$ cat config.mk
export PLATFORM = sky130hd
export DESIGN_NAME = aes_job_launcher
export DESIGN_NICKNAME = d
export VERILOG_FILES = /design/src/rtl/aes_job_launcher_pkg.sv /design/src/rtl/aes_job_launcher_periph_txn.sv /design/src/rtl/aes_job_launcher.sv
export SDC_FILE = /design/constraint.sdc
export NUM_CORES = 1
export LEC_CHECK = 0
export ABC_AREA = 0
export CAP_MARGIN = 25
export CORE_MARGIN = 5
export CORE_UTILIZATION = 53
export CTS_CLUSTER_DIAMETER = 150
export DETAILED_ROUTE_END_ITERATION = 8
export PLACE_DENSITY = 0.86
export SLEW_MARGIN = 15
export SYNTH_ARGS = -nofsm -noshare
export SYNTH_HDL_FRONTEND = slang
export SYNTH_SLANG_ARGS = --single-unit
$ cat constraint.sdc
create_clock -name clk_i -period 7.2 [get_ports clk_i]
set_clock_uncertainty 0.05 [all_clocks]
set_input_delay 2.16 -clock clk_i [delete_from_list [all_inputs] [get_ports clk_i]]
set_output_delay 2.16 -clock clk_i [all_outputs]
set_load 0.02 [all_outputs]
$ cat src/rtl/aes_job_launcher_pkg.sv
`default_nettype none
// ============================================================================
// Package  : aes_package
// Purpose  : AES HWPE register offsets and the launcher state type.
//            State set depends on AES_LAUNCHER_POLL_EN.
// Revision : 1.0
// ============================================================================
package aes_package;

    localparam logic [31:0] AES_REG_TRIGGER  = 32'h0000_0000;
    localparam logic [31:0] AES_REG_ACQUIRE  = 32'h0000_0004;
    localparam logic [31:0] AES_REG_STATUS   = 32'h0000_000C;
    localparam logic [31:0] AES_REG_JOB_BASE = 32'h0000_0040;

    typedef enum logic [3:0] {
        ST_IDLE     = 4'd0,
        ST_ACQ      = 4'd1,
        ST_ACQ_RSP  = 4'd2,
        ST_BACKOFF  = 4'd3,
        ST_WR       = 4'd4,
        ST_TRIG     = 4'd5,
`ifdef AES_LAUNCHER_POLL_EN
        ST_POLL     = 4'd7,
        ST_POLL_RSP = 4'd8,
        ST_GAP      = 4'd9,
`else
        ST_WAIT     = 4'd6,
`endif
        ST_DONE     = 4'd10
    } launcher_state_t;

    function automatic logic [31:0] job_reg_addr(input logic [31:0] base,
                                                 input logic [4:0]  idx);
        return base + AES_REG_JOB_BASE + {25'd0, idx, 2'b00};
    endfunction

endpackage
`default_nettype wire

$ cat src/rtl/aes_job_launcher_periph_txn.sv
`default_nettype none
// ============================================================================
// Module   : aes_periph_txn
// Purpose  : Single peripheral-bus transaction engine: registered request held
//            until grant, read-response capture filtered by ID.
// Revision : 1.0
// ============================================================================
module aes_periph_txn #(
    parameter int ID_WIDTH  = 10,
    parameter int MASTER_ID = 0
) (
    input  logic                clk,
    input  logic                rst,
    input  logic                i_start,
    input  logic [31:0]         i_addr,
    input  logic                i_wen,
    input  logic [31:0]         i_data,
    output logic                o_gnt_done,
    output logic                o_rsp_valid,
    output logic [31:0]         o_rsp_data,
    output logic                o_periph_req,
    input  logic                i_periph_gnt,
    output logic [31:0]         o_periph_add,
    output logic                o_periph_wen,
    output logic [3:0]          o_periph_be,
    output logic [31:0]         o_periph_data,
    output logic [ID_WIDTH-1:0] o_periph_id,
    input  logic [31:0]         i_periph_r_data,
    input  logic                i_periph_r_valid,
    input  logic [ID_WIDTH-1:0] i_periph_r_id
);

    localparam logic [ID_WIDTH-1:0] c_master_id = ID_WIDTH'(MASTER_ID);

    logic        r_req;
    logic        r_wen;
    logic        r_rsp_pend;
    logic [31:0] r_add;
    logic [31:0] r_data;

    // The pending flag is set on the grant edge, so a response coincident
    // with the grant is never mistaken for that grant's response.
    assign o_gnt_done  = r_req & i_periph_gnt;
    assign o_rsp_valid = r_rsp_pend & i_periph_r_valid & (i_periph_r_id == c_master_id);
    assign o_rsp_data  = i_periph_r_data;

    assign o_periph_req  = r_req;
    assign o_periph_add  = r_add;
    assign o_periph_wen  = r_wen;
    assign o_periph_data = r_data;
    assign o_periph_be   = 4'hF;
    assign o_periph_id   = c_master_id;

    always_ff @(posedge clk) begin
        if (rst) begin
            r_req      <= 1'b0;
            r_wen      <= 1'b1;
            r_add      <= 32'd0;
            r_data     <= 32'd0;
            r_rsp_pend <= 1'b0;
        end else begin
            if (i_start) begin
                r_req  <= 1'b1;
                r_add  <= i_addr;
                r_wen  <= i_wen;
                r_data <= i_data;
            end else if (o_gnt_done) begin
                r_req <= 1'b0;
            end

            if (o_gnt_done && r_wen) begin
                r_rsp_pend <= 1'b1;
            end else if (o_rsp_valid) begin
                r_rsp_pend <= 1'b0;
            end
        end
    end

endmodule
`default_nettype wire

$ cat src/rtl/aes_job_launcher.sv
`default_nettype none
// ============================================================================
// Module   : aes_job_launcher
// Purpose  : Acquires an AES HWPE job slot, writes the descriptor, triggers and
//            waits for completion. AES_LAUNCHER_POLL_EN selects STATUS polling.
// Revision : 1.0
// ============================================================================
module aes_job_launcher
    import aes_package::*;
#(
    parameter int          N_JOB_REGS = 8,
    parameter logic [31:0] BASE_ADDR  = 32'h0000_0000,
    parameter int          ID_WIDTH   = 10,
    parameter int          MASTER_ID  = 0,
    parameter int          RETRY_GAP  = 8,
    parameter int          POLL_GAP   = 16
) (
    input  logic                    clk_i,
    input  logic                    rst_i,
    input  logic                    job_valid_i,
    output logic                    job_ready_o,
    input  logic [N_JOB_REGS*32-1:0] job_regs_i,
    output logic                    done_o,
    output logic [7:0]              done_id_o,
    output logic                    busy_o,
    output logic                    periph_req_o,
    input  logic                    periph_gnt_i,
    output logic [31:0]             periph_add_o,
    output logic                    periph_wen_o,
    output logic [3:0]              periph_be_o,
    output logic [31:0]             periph_data_o,
    output logic [ID_WIDTH-1:0]     periph_id_o,
    input  logic [31:0]             periph_r_data_i,
    input  logic                    periph_r_valid_i,
    input  logic [ID_WIDTH-1:0]     periph_r_id_i,
    input  logic                    evt_i
);

    localparam int CNT_W  = 16;
    localparam int BEAT_W = 5;

    localparam logic [CNT_W-1:0]  c_retry_last = CNT_W'(RETRY_GAP - 1);
    localparam logic [BEAT_W-1:0] c_last_beat  = BEAT_W'(N_JOB_REGS - 1);

    launcher_state_t          r_state;
    logic [N_JOB_REGS*32-1:0] r_regs;
    logic [7:0]               r_job_id;
    logic [BEAT_W-1:0]        r_beat;
    logic [CNT_W-1:0]         r_cnt;
    logic                     r_job_ready;
    logic                     r_busy;
    logic                     r_done;
    logic [7:0]               r_done_id;

    logic                     w_start;
    logic [31:0]              w_addr;
    logic                     w_wen;
    logic [31:0]              w_data;
    logic                     w_gnt_done;
    logic                     w_rsp_valid;
    logic [31:0]              w_rsp_data;
    logic [BEAT_W-1:0]        w_next_beat;

    assign w_next_beat = r_beat + 5'd1;

    assign job_ready_o = r_job_ready;
    assign busy_o      = r_busy;
    assign done_o      = r_done;
    assign done_id_o   = r_done_id;

`ifdef AES_LAUNCHER_POLL_EN
    localparam logic [CNT_W-1:0] c_poll_last = CNT_W'(POLL_GAP - 1);
    logic w_unused;
    assign w_unused = evt_i;
`else
    logic w_unused;
    assign w_unused = ^w_rsp_data[30:8];
`endif

    // Next request is launched in the cycle its predecessor completes, so
    // the bus sees one req-high cycle per beat under a tied-high grant.
    always_comb begin
        w_start = 1'b0;
        w_addr  = BASE_ADDR + AES_REG_ACQUIRE;
        w_wen   = 1'b1;
        w_data  = 32'd0;
        case (r_state)
            ST_ACQ: begin
                w_start = 1'b1;
            end
            ST_ACQ_RSP: begin
                if (w_rsp_valid && !w_rsp_data[31]) begin
                    w_start = 1'b1;
                    w_wen   = 1'b0;
                    w_addr  = job_reg_addr(BASE_ADDR, 5'd0);
                    w_data  = r_regs[31:0];
                end
            end
            ST_WR: begin
                if (w_gnt_done) begin
                    w_start = 1'b1;
                    w_wen   = 1'b0;
                    if (r_beat == c_last_beat) begin
                        w_addr = BASE_ADDR + AES_REG_TRIGGER;
                        w_data = 32'd0;
                    end else begin
                        w_addr = job_reg_addr(BASE_ADDR, w_next_beat);
                        w_data = r_regs[w_next_beat*32 +: 32];
                    end
                end
            end
`ifdef AES_LAUNCHER_POLL_EN
            ST_POLL: begin
                w_start = 1'b1;
                w_addr  = BASE_ADDR + AES_REG_STATUS;
            end
`endif
            default: ;
        endcase
    end

    always_ff @(posedge clk_i) begin
        if (rst_i) begin
            r_state     <= ST_IDLE;
            r_regs      <= '0;
            r_job_id    <= 8'd0;
            r_beat      <= '0;
            r_cnt       <= '0;
            r_job_ready <= 1'b0;
            r_busy      <= 1'b0;
            r_done      <= 1'b0;
            r_done_id   <= 8'd0;
        end else begin
            r_done <= 1'b0;
            case (r_state)
                ST_IDLE: begin
                    r_job_ready <= 1'b1;
                    if (job_valid_i && r_job_ready) begin
                        r_regs      <= job_regs_i;
                        r_job_ready <= 1'b0;
                        r_busy      <= 1'b1;
                        r_state     <= ST_ACQ;
                    end
                end
                ST_ACQ: begin
                    r_state <= ST_ACQ_RSP;
                end
                ST_ACQ_RSP: begin
                    if (w_rsp_valid) begin
                        if (w_rsp_data[31]) begin
                            r_cnt   <= '0;
                            r_state <= ST_BACKOFF;
                        end else begin
                            r_job_id <= w_rsp_data[7:0];
                            r_beat   <= '0;
                            r_state  <= ST_WR;
                        end
                    end
                end
                ST_BACKOFF: begin
                    if (r_cnt == c_retry_last) begin
                        r_state <= ST_ACQ;
                    end else begin
                        r_cnt <= r_cnt + 1'b1;
                    end
                end
                ST_WR: begin
                    if (w_gnt_done) begin
                        if (r_beat == c_last_beat) begin
                            r_state <= ST_TRIG;
                        end else begin
                            r_beat <= w_next_beat;
                        end
                    end
                end
                ST_TRIG: begin
                    if (w_gnt_done) begin
`ifdef AES_LAUNCHER_POLL_EN
                        r_cnt   <= '0;
                        r_state <= ST_GAP;
`else
                        r_state <= ST_WAIT;
`endif
                    end
                end
`ifdef AES_LAUNCHER_POLL_EN
                ST_POLL: begin
                    r_state <= ST_POLL_RSP;
                end
                ST_POLL_RSP: begin
                    if (w_rsp_valid) begin
                        if (w_rsp_data == 32'd0) begin
                            r_done    <= 1'b1;
                            r_done_id <= r_job_id;
                            r_state   <= ST_DONE;
                        end else begin
                            r_cnt   <= '0;
                            r_state <= ST_GAP;
                        end
                    end
                end
                ST_GAP: begin
                    if (r_cnt == c_poll_last) begin
                        r_state <= ST_POLL;
                    end else begin
                        r_cnt <= r_cnt + 1'b1;
                    end
                end
`else
                ST_WAIT: begin
                    if (evt_i) begin
                        r_done    <= 1'b1;
                        r_done_id <= r_job_id;
                        r_state   <= ST_DONE;
                    end
                end
`endif
                ST_DONE: begin
                    r_busy      <= 1'b0;
                    r_job_ready <= 1'b1;
                    r_state     <= ST_IDLE;
                end
                default: begin
                    r_state <= ST_IDLE;
                end
            endcase
        end
    end

    aes_periph_txn #(
        .ID_WIDTH  (ID_WIDTH),
        .MASTER_ID (MASTER_ID)
    ) u_txn (
        .clk              (clk_i),
        .rst              (rst_i),
        .i_start          (w_start),
        .i_addr           (w_addr),
        .i_wen            (w_wen),
        .i_data           (w_data),
        .o_gnt_done       (w_gnt_done),
        .o_rsp_valid      (w_rsp_valid),
        .o_rsp_data       (w_rsp_data),
        .o_periph_req     (periph_req_o),
        .i_periph_gnt     (periph_gnt_i),
        .o_periph_add     (periph_add_o),
        .o_periph_wen     (periph_wen_o),
        .o_periph_be      (periph_be_o),
        .o_periph_data    (periph_data_o),
        .o_periph_id      (periph_id_o),
        .i_periph_r_data  (periph_r_data_i),
        .i_periph_r_valid (periph_r_valid_i),
        .i_periph_r_id    (periph_r_id_i)
    );

endmodule
`default_nettype wire
==> results by group, run 1 <==
Placed design
  • Hpwl dp: between 30000 and 40000 µm
  • Setup slack at placement: 2.07 ns
  • GPL Wtd Cong: between 0.8 and 0.9
  • I/O Buffers: around 330

Worst setup path
  • Crit Path Class: in -> reg
  • Critical path endpoint category: flip-flop
  • Crit-path leading delay family: simple AND/OR/NAND/NOR gates
  • Crit-path max FO: 47
  • CP peak stage delay: between 0.9 and 1 ns
  • Critical Path RT: roughly 7.6 ns
  • Cell chain of the critical path: clkdlybuf4s50_1 -> nor4_2 -> nand3_1 -> or3_2 -> a21o_1 -> buf_4 -> a22oi_1
  • Worst EP arrival: roughly 5 ns
  • Slowest cell on the critical path: or3_2
  • Startpoint Class: input pin
  • WP buf/inv: 2

Pwr
  • Worst vdd ir: 236 µV
  • P_leak: ~6.7 nW
  • Cell area power density: around 280 nW/µm²

STA
  • Final setup viols: 0
  • Setup slack after layout: approximately 2.6 ns
  • Slew Viols, Final: 0
  • Crit path time final: 4.63 ns
  • Setup TNS: 0 ns
  • Relative slew slack: between 10% and 20%
  • RSZ-0062 raised after global routing: false
  • Final period util: between 60 and 70%
  • Fmax achieved: between 0.2 and 0.25 GHz
  • Final hold vios: 0
  • Actual slew at the worst max-slew pin: roughly 1.3 ns

Drt
  • Pre-antenna DRT Iters: 5
  • DR vias: around 13000
  • Wire per inst: 18.4 µm
  • DR vias/cell: about 5.6
  • Initial DRC Count: ~1300
  • Detailed Route WL: 44100 µm
  • Post-route ant nets: 0
  • Post-route DRC: 0

Cells and area
  • Fill cells: around 2100
  • Layout cells sized above 1: a little under a tenth
  • Fin nets: around 2300
  • Area growth, synth to finish: 29.8%

Synth
  • Flops & latches, synth: 341
  • Post-synthesis area per instance: 8.49 µm²
  • Top cells by area, synth: dfxtp_1, nand2_1, mux4_2, a21oi_1, mux2_2
  • Post-synth EDFFs: 0
  • Seq/Total Area, Yosys: between 40% and 50%
  • Top-area cell type share of the netlist area: between 40% and 50%
  • Gate Count Post-Synth: between 1500 and 2000
  • Ys Warns: 0
  • Top_reg_cell synth: dfxtp_1
  • Synth async-reset ratio: 0%
  • Most frequent cell after synthesis: nand2_1
  • Synth area leader: dfxtp_1
  • Top cells by count, synth: nand2_1, dfxtp_1, a21oi_1, clkbuf_1, mux4_2
  • Post-synthesis instance area: between 10000 and 15000 µm²
  • Unique masters post-synth: a little over 60

CTS
  • H-tree depth: 2
  • CTS root buffer: clkbuf_16
  • Worst skew pair latency: 0.51 ns
  • PostCTS Resize Cnt: 0
  • Post-CTS setup repair buffer count: 0
  • CTS max path bufs: 3
  • Clock sinks: roughly 340
  • TritonCTS Buffers: 35
  • Cts hold-fix bufs: 0
  • Clock transition at path regs: about 0.06 ns
  • CTS tree: yes

Floorplan
  • Die ar.: 31500 µm²
  • Initial core utilization: between 50% and 60%
  • Die X: between 150 and 200 µm
  • Num ports: between 300 and 400
  • Rows: approximately 60
  • Die H: about 180 µm
  • Core ar.: around 28000 µm²

Flow run
  • Maximum Capacitance Violations: 0

Global routing
  • GRT Total Usage: 27.0%
  • First-pass GRT wire length: about 68000 µm
  • GR Overflow Total: 0
  • Antenna violations before repair: 7
  • Vias in the first global route: ~13000
  • Largest net degree at the start of global routing: roughly 260

Run status
  • Status: finished, final reports clean

Hold path
  • Worst hold path class: reg -> reg
-- final timing paths --
kind,startpoint,endpoint,slack [ns],cells after the start
max,periph_r_id_i[4],u_txn.o_periph_data[15]$_SDFFE_PP0P_,2.57,7
min,r_regs[252]$_SDFFE_PP0P_,r_regs[252]$_SDFFE_PP0P_,0.40,2
max reg2reg,r_beat[0]$_SDFFE_PP0P_,u_txn.o_periph_data[12]$_SDFFE_PP0P_,3.85,6
min reg2reg,r_regs[252]$_SDFFE_PP0P_,r_regs[252]$_SDFFE_PP0P_,0.40,2
-- power by group --
group | total, mW | internal, mW | switching [mW]
logic | 1.34 | 0.575 | 0.761
registers | 2.33 | 2.16 | 0.177
clock network | 1.80 | 1.07 | 0.728
total | 5.47 | 3.80 | 1.67
-- cell usage in the layout, fill, tap and decap left out, types with 4 or more instances in the layout --
master	count
dfxtp_1	340
o21ai_1	7
a22oi_1	22
clkbuf_16	37
clkbuf_8	6
nand2_1	617
or4_1	7
and2_1	4
or3_1	8
clkdlybuf4s50_1	330
mux2_2	32
mux2i_1	9
a22oi_2	10
o21ai_0	45
conb_1	40
nand4_1	8
clkbuf_1	4
inv_1	6
clkinv_2	6
a21oi_1	285
mux4_2	64
buf_4	9
o31ai_1	4
nor2b_1	5
o211ai_1	4
nand3_1	15
nor2_1	19
nor3_1	6
-- kinds of logic (layout without fill, tap and decap cells) --
family | count (synthesis) | count (layout) | synth area share [%]
AOI/OAI and AO/OA | 397 | 397 | 14.8
buffers and inverters | 181 | 409 | 6.06
other | 2 | 41 | 0.0506
and+or+nand+nor | 717 | 717 | 20.0
xor gates and xnor gates | 3 | 3 | 0.177
adders and majority gates | 2 | 2 | 0.169
DFF | 341 | 341 | 46.0
muxes | 105 | 105 | 12.7
-- flip-flops by register name, indices dropped and copies added, names as in the netlist, 4 cells and up --
register / cells
r_regs: 256
u_txn.o_periph_data: 32
r_beat: 5
r_cnt: 16
r_job_id: 8
u_txn.o_periph_add: 6
done_id_o: 8
r_state: 4
-- worst min-delay path, delay by kind of cell, from the launching register on --
| kind | cells | cell delay, ns |
|---|---|---|
| AOI/OAI and AO/OA | 1 | 0.05 |
| DFF | 1 | 0.31 |
| and+or+nand+nor | 1 | 0.05 |
-- area by class of cell --
type	instances	area [µm²]	area share, %
clock inverter	11	114	0.591
clock buffer	47	1020	5.31
antenna	1	2.50	0.0130
multi-input combinational	1264	7320	38.0
sequential	341	6830	35.4
tap	378	473	2.45
timing repair buffer	344	3480	18.1
inverter	7	26.3	0.136
-- per-stage QoR --
| stage | util (%) | cells | total power [mW] | hold slack (ns) | instance area (µm²) |
|---|---|---|---|---|---|
| final | 69.5 | 2393 | 5.47 | 0.402 | 19300 |
| after global routing | 69.5 | 2392 | 5.72 | 0.416 | 19300 |
| after CTS | 69.5 | 2392 | 5.48 | 0.405 | 19300 |
| after detailed placement | 65.4 | 2334 | 3.69 | 0.396 | 18100 |
| after global placement | 65.2 | 2332 | 3.64 | 0.389 | 18100 |
| after floorplan | - | 1786 | 3.18 | 0.383 | 15000 |
-- layer usage --
metal | share of wire [%] | global-route usage (%) | wire length [µm]
met5 | 0.16 | 0 | 69
met3 | 8.2 | 6.11 | 3630
met1 | 37 | 31.7 | 16500
met2 | 49 | 46.5 | 21600
met4 | 5.3 | 13.8 | 2340
(Power assumes the default switching activity.)
==> inputs of run 2 (changes only) <==
CORE_UTILIZATION = 49   (was 53)
PLACE_DENSITY = 0.81   (was 0.86)
clock period = 4.6 ns   (was 7.2 ns; I/O delays follow)
==> run 2 against run 1 <==
  * Critical path depth unchanged
  * Power increased by 59%
  * Worst hold slack got worse by 0.0037 ns
  * Wire length grew 2.1%
  * Clock power rose by 63%
  * Sequential cell count did not move
  * Setup slack got worse by 1.3 ns
  * Critical endpoint is now u_txn.o_periph_data[21]$_SDFFE_PP0P_
  * Highest routed layer unchanged
==> results by group, run 2 (synthesized netlist as in run 1, its figures left out) <==
Placed design
  • GPL Wtd Cong: 0.888 (was 0.867)
  • Hpwl dp: 30800 µm (was 30300 µm)
  • I/O Buffers: 331 (unchanged)
  • Setup slack at placement: 0.715 ns (was 2.07 ns)

Worst setup path
  • Crit Path Class: in -> reg (unchanged)
  • Startpoint Class: input pin (unchanged)
  • Slowest cell on the critical path: or3_2 (unchanged)
  • CP peak stage delay: 0.53 ns (was 0.92 ns)
  • Critical path endpoint category: flip-flop (unchanged)
  • FF-to-FF path depth: 5 (was 6)
  • Cell chain of the critical path: clkdlybuf4s50_1 -> nor4_2 -> nand3_1 -> or3_2 -> a21o_1 -> buf_4 -> a22oi_1 (unchanged)
  • Crit-path max FO: 28 (was 47)
  • Critical Path RT: 4.97 ns (was 7.57 ns)
  • Worst EP arrival: 3.74 ns (was 5.00 ns)

CTS
  • H-tree depth: 2 (unchanged)
  • Worst skew pair latency: 0.51 ns (about the same)
  • Cts hold-fix bufs: 0 (unchanged)
  • CTS root buffer: clkbuf_16 (unchanged)
  • PostCTS Resize Cnt: 0 (unchanged)
  • TritonCTS Buffers: 36 (was 35)
  • CTS tree: yes (unchanged)
  • Clock sinks: 341 (unchanged)
  • CTS max path bufs: 3 (unchanged)
  • Post-CTS setup repair buffer count: 0 (unchanged)
  • Clock transition at path regs: 0.06 ns (about the same)

Floorplan
  • Die X: 184 µm (was 177 µm)
  • Die ar.: 33900 µm² (was 31500 µm²)
  • Die H: 184 µm (was 177 µm)
  • Initial core utilization: 49.8% (was 53.6%)
  • Rows: 63 (was 61)
  • Core ar.: 29800 µm² (was 27700 µm²)
  • Num ports: 395 (unchanged)

Drt
  • DR vias/cell: 5.51 (was 5.58)
  • Wire per inst: 18.7 µm (was 18.4 µm)
  • Detailed Route WL: 45100 µm (was 44100 µm)
  • Initial DRC Count: 1081 (was 1347)
  • DR vias: 13300 (was 13400)
  • Pre-antenna DRT Iters: 6 (was 5)
  • Post-route DRC: 0 (unchanged)
  • Post-route ant nets: 0 (unchanged)

Cells and area
  • Layout cells sized above 1: 9.68% (was 9.43%)
  • Fin nets: 2305 (was 2299)
  • Register area: 6830 µm² (unchanged)
  • Most common cell after layout, fill and taps aside: nand2_1 (unchanged)
  • Max FFs per register: 256 (unchanged)
  • Most frequent cells in the layout: nand2_1, dfxtp_1, clkdlybuf4s50_1 (unchanged)
  • Top reg by flops: r_regs (unchanged)
  • Area of the multi-input gates: 7320 µm² (unchanged)
  • Area growth, synth to finish: 30.8% (was 29.8%)
  • Fill cells: 2411 (was 2105)

Hold path
  • Worst hold path class: reg -> reg (unchanged)
  • WHS Path Cells: 2 (unchanged)

Pwr
  • Clock network fraction of total power: 33.8% (was 32.8%)
  • Flop pwr share: 42.1% (was 42.7%)
  • P_leak: 6.72 nW (was 6.67 nW)
  • P_sw: 2.64 mW (was 1.67 mW)
  • Cell internal pwr: 6.05 mW (was 3.80 mW)
  • Cell area power density: 448 nW/µm² (was 284 nW/µm²)
  • Logic pwr share: 24.1% (was 24.4%)
  • Worst vdd ir: 256 µV (was 236 µV)
  • Net Sw Frac: 30.4% (was 30.5%)

STA
  • RSZ-0062 raised after global routing: false (unchanged)
  • Final period util: 73.2%
  • Relative slew slack: 11.1% (about the same)
  • Final hold vios: 0 (unchanged)
  • Final setup viols: 0 (unchanged)
  • Setup TNS: 0 ns (unchanged)
  • Actual slew at the worst max-slew pin: 1.33 ns (about the same)
  • Crit path time final: 3.37 ns
  • Setup slack after layout: 1.23 ns (was 2.57 ns)
  • Slew Viols, Final: 0 (unchanged)
  • Fmax achieved: between 0.2 and 0.3 GHz

Global routing
  • GRT Total Usage: 25.3% (was 27.0%)
  • Antenna violations before repair: 6 (was 7)
  • GR Overflow Total: 0 (unchanged)
  • Largest net degree at the start of global routing: 257 (unchanged)
  • Vias in the first global route: 13100 (was 13300)
  • First-pass GRT wire length: 68900 µm (was 68300 µm)

Run status
  • Status: finished, final reports clean (unchanged)

Flow run
  • Maximum Capacitance Violations: 0 (unchanged)
[run 2: routing by layer]
metal,vias to the layer above,wire length [µm],track usage (%)
met5,-,64,0
met4,10,2240,12.1
met3,103,3190,4.89
met2,533,22300,42.9
met1,6268,17300,30.9
li1,6390,-,-
[run 2: final timing paths]
check                      startpoint                                    to  slack, ns
max                  periph_r_id_i[4]  u_txn.o_periph_data[21]$_SDFFE_PP0P_       1.23
min          r_regs[139]$_SDFFE_PP0P_              r_regs[139]$_SDFFE_PP0P_       0.40
max reg2reg   r_state[1]$_SDFFE_PP0P_  u_txn.o_periph_data[21]$_SDFFE_PP0P_       1.83
min reg2reg  r_regs[139]$_SDFFE_PP0P_              r_regs[139]$_SDFFE_PP0P_       0.40
[run 2: power by group through the flow]
| stage | combinational [mW] | sequential (mW) | clock (mW) |
|---|---|---|---|
| 3_3_place_gp | 2.05 | 3.69 | 0 |
| 4_1_cts | 2.10 | 3.65 | 2.97 |
| 6_report | 2.10 | 3.66 | 2.93 |
| 3_5_place_dp | 2.09 | 3.71 | 0 |
| 5_1_grt | 2.29 | 3.70 | 3.11 |
| 2_1_floorplan | 1.24 | 3.73 | 0 |
[run 2: metrics by stage]
stage | utilization (%) | area (µm²) | cells | hold slack [ns] | power [mW]
after global placement | 61.0 | 18200 | 2349 | 0.388 | 5.73
after CTS | 65.0 | 19400 | 2412 | 0.403 | 8.72
after global routing | 65.1 | 19400 | 2415 | 0.415 | 9.10
final | 65.1 | 19400 | 2415 | 0.399 | 8.69
after detailed placement | 61.0 | 18200 | 2349 | 0.395 | 5.80
after floorplan | - | 15000 | 1786 | 0.383 | 4.97
[run 2: layout make-up]
| cell class | instances | area share (%) |
|---|---|---|
| antenna | 1 | 0.0129 |
| clock buffer | 52 | 5.42 |
| clock inverter | 11 | 0.767 |
| inverter | 7 | 0.135 |
| multi-input combinational | 1264 | 37.7 |
| sequential | 341 | 35.2 |
| tap | 390 | 2.51 |
| timing repair buffer | 349 | 18.3 |
[run 2: worst max-delay path: cells and delay by family]
| family | cells | cell delay [ns] |
|---|---|---|
| AND/OR/NAND/NOR | 3 | 1.14 |
| buffers and inverters | 2 | 0.71 |
| AO/OA/AOI/OAI | 2 | 0.48 |
==> inputs of run 3 (changes only) <==
clock period = 3.3 ns   (was 4.6 ns; I/O delays follow)
==> run 3 against run 2 <==
  * Non-clock buffer count increased by 10
  * Count of clock-buffer cells in the layout up 5
  * Critical path depth unchanged
  * Combinational power up 43%
  * Core utilization grew 0.43 points
  * Worst hold slack better by 0.0024 ns
  * Power is 39% higher
==> results by group, run 3 (synthesized netlist as in run 1, its figures left out) <==
Worst setup path
  • CP peak stage delay: 0.49 ns (was 0.53 ns)
  • Crit-path max FO: 13 (was 28)
  • Worst EP arrival: 3.15 ns (was 3.74 ns)
  • Slowest cell on the critical path: or4_1 (was or3_2)
  • Critical Path RT: 3.69 ns (was 4.97 ns)
  • Crit Path Class: in -> reg (unchanged)
  • Critical path endpoint category: flip-flop (unchanged)
  • Startpoint Class: input pin (unchanged)
  • Cell chain of the critical path: clkdlybuf4s50_1 -> nor4_2 -> and3_1 -> a2bb2oi_2 -> buf_12 -> or4_1 -> nand2_1 (was clkdlybuf4s50_1 -> nor4_2 -> nand3_1 -> or3_2 -> a21o_1 -> buf_4 -> a22oi_1)

Cells and area
  • Top reg by flops: r_regs (unchanged)
  • Most common cell after layout, fill and taps aside: nand2_1 (unchanged)
  • Fin nets: 2316 (was 2305)
  • Max FFs per register: 256 (unchanged)
  • Layout cells sized above 1: 9.98% (was 9.68%)
  • Area growth, synth to finish: 31.6% (was 30.8%)
  • Fill cells: 2403 (was 2411)
  • Most frequent cells in the layout: nand2_1, dfxtp_1, clkdlybuf4s50_1 (unchanged)

Global routing
  • Vias in the first global route: 13400 (was 13100)
  • Largest net degree at the start of global routing: 154 (was 257)
  • GRT Total Usage: 25.6% (was 25.3%)
  • GR Overflow Total: 0 (unchanged)
  • Antenna violations before repair: 9 (was 6)
  • First-pass GRT wire length: 69600 µm (was 68900 µm)

CTS
  • CTS max path bufs: 3 (unchanged)
  • Cts hold-fix bufs: 0 (unchanged)
  • PostCTS Resize Cnt: 0 (unchanged)
  • Clock sinks: 341 (unchanged)
  • H-tree depth: 2 (unchanged)
  • Worst skew pair latency: 0.51 ns (about the same)
  • CTS root buffer: clkbuf_16 (unchanged)
  • Clock transition at path regs: 0.06 ns (about the same)
  • Post-CTS setup repair buffer count: 0 (unchanged)
  • CTS tree: yes (unchanged)
  • TritonCTS Buffers: 37 (was 36)

STA
  • Fmax achieved: between 0.3 and 0.4 GHz
  • Final setup viols: 0 (unchanged)
  • Actual slew at the worst max-slew pin: 1.09 ns (was 1.33 ns)
  • Crit path time final: ~2.8 ns
  • Slew Viols, Final: 0 (unchanged)
  • Final period util: 83.5%
  • Relative slew slack: 27.1% (was 11.1%)
  • RSZ-0062 raised after global routing: false (unchanged)
  • Final hold vios: 0 (unchanged)
  • Hold WS: 0.401 ns (was 0.399 ns)
  • Setup slack after layout: 0.545 ns (was 1.23 ns)
  • Setup TNS: 0 ns (unchanged)

Drt
  • DR vias/cell: 5.52 (was 5.51)
  • Pre-antenna DRT Iters: 7 (was 6)
  • DR vias: 13400 (was 13300)
  • Post-route ant nets: 0 (unchanged)
  • Detailed Route WL: 45500 µm (was 45100 µm)
  • Initial DRC Count: 1015 (was 1081)
  • Wire per inst: 18.8 µm (was 18.7 µm)
  • Post-route DRC: 0 (unchanged)

Run status
  • Status: finished, final reports clean (unchanged)

Floorplan
  • Initial core utilization: 49.8% (unchanged)
  • Die H: 184 µm (unchanged)
  • Core ar.: 29800 µm² (unchanged)
  • Die X: 184 µm (unchanged)
  • Rows: 63 (unchanged)
  • Die ar.: 33900 µm² (unchanged)
  • Num ports: 395 (unchanged)

Flow run
  • Maximum Capacitance Violations: 0 (unchanged)

Pwr
  • P_leak: 6.79 nW (was 6.72 nW)
  • Worst vdd ir: 323 µV (was 256 µV)
  • Cell area power density: 619 nW/µm² (was 448 nW/µm²)

Hold path
  • Worst hold path class: reg -> reg (unchanged)

Placed design
  • Hpwl dp: 31400 µm (was 30800 µm)
  • Setup slack at placement: 0.0282 ns (was 0.715 ns)
  • GPL Wtd Cong: 0.872 (was 0.888)
  • I/O Buffers: 331 (unchanged)
run 3: final timing paths:
check,start,end,slack [ns],cells after the start
worst min-delay path,r_regs[82]$_SDFFE_PP0P_,r_regs[82]$_SDFFE_PP0P_,0.40,2
worst max register to register,r_state[1]$_SDFFE_PP0P_,u_txn.o_periph_data[31]$_SDFFE_PP0P_,0.71,5
worst min register to register,r_regs[82]$_SDFFE_PP0P_,r_regs[82]$_SDFFE_PP0P_,0.40,2
worst max-delay path,periph_r_id_i[4],r_cnt[8]$_SDFFE_PP0P_,0.55,7
run 3: final cells by class:
type	instances	area [µm²]	area share (%)
multi-input cells	1264	7320	37.5
inverters	7	26.3	0.134
flip-flops and latches	341	6830	35.0
clock inverters	7	63.8	0.327
clock buffers	57	1100	5.65
diodes	2	5.00	0.0256
repair buffers	359	3700	19.0
well taps	390	488	2.50
run 3: through the flow:
stage | total power, mW | utilization [%] | cells | cell area [µm²]
floorplan | 6.93 | - | 1786 | 15000
global placement | 8.07 | 61.6 | 2361 | 18400
detailed placement | 8.17 | 61.6 | 2361 | 18400
CTS | 12.1 | 65.6 | 2425 | 19500
global route | 12.7 | 65.6 | 2427 | 19500
finish | 12.1 | 65.6 | 2427 | 19500
run 3: report_power, final:
group	switching (mW)	total (mW)	leakage (nW)	internal (mW)
clock	1.61	3.99	0.576	2.38
sequential	0.393	5.10	2.77	4.71
combinational	1.68	3.01	3.44	1.33
total	3.69	12.1	6.79	8.41
run 3: critical path: cells and delay by family:
family | cells | cell delay [ns]
buf+inv | 2 | 0.61
compound gates | 1 | 0.21
simple gates | 4 | 1.34
run 3: per-layer routing:
metal  up-vias  track usage, %  wire length (µm)
met3       108            4.81              3280
li1       6418               -                 -
met5         -               0                90
met1      6328            30.5             17300
met2       527            44.7             22800
met4        14            11.7              2060
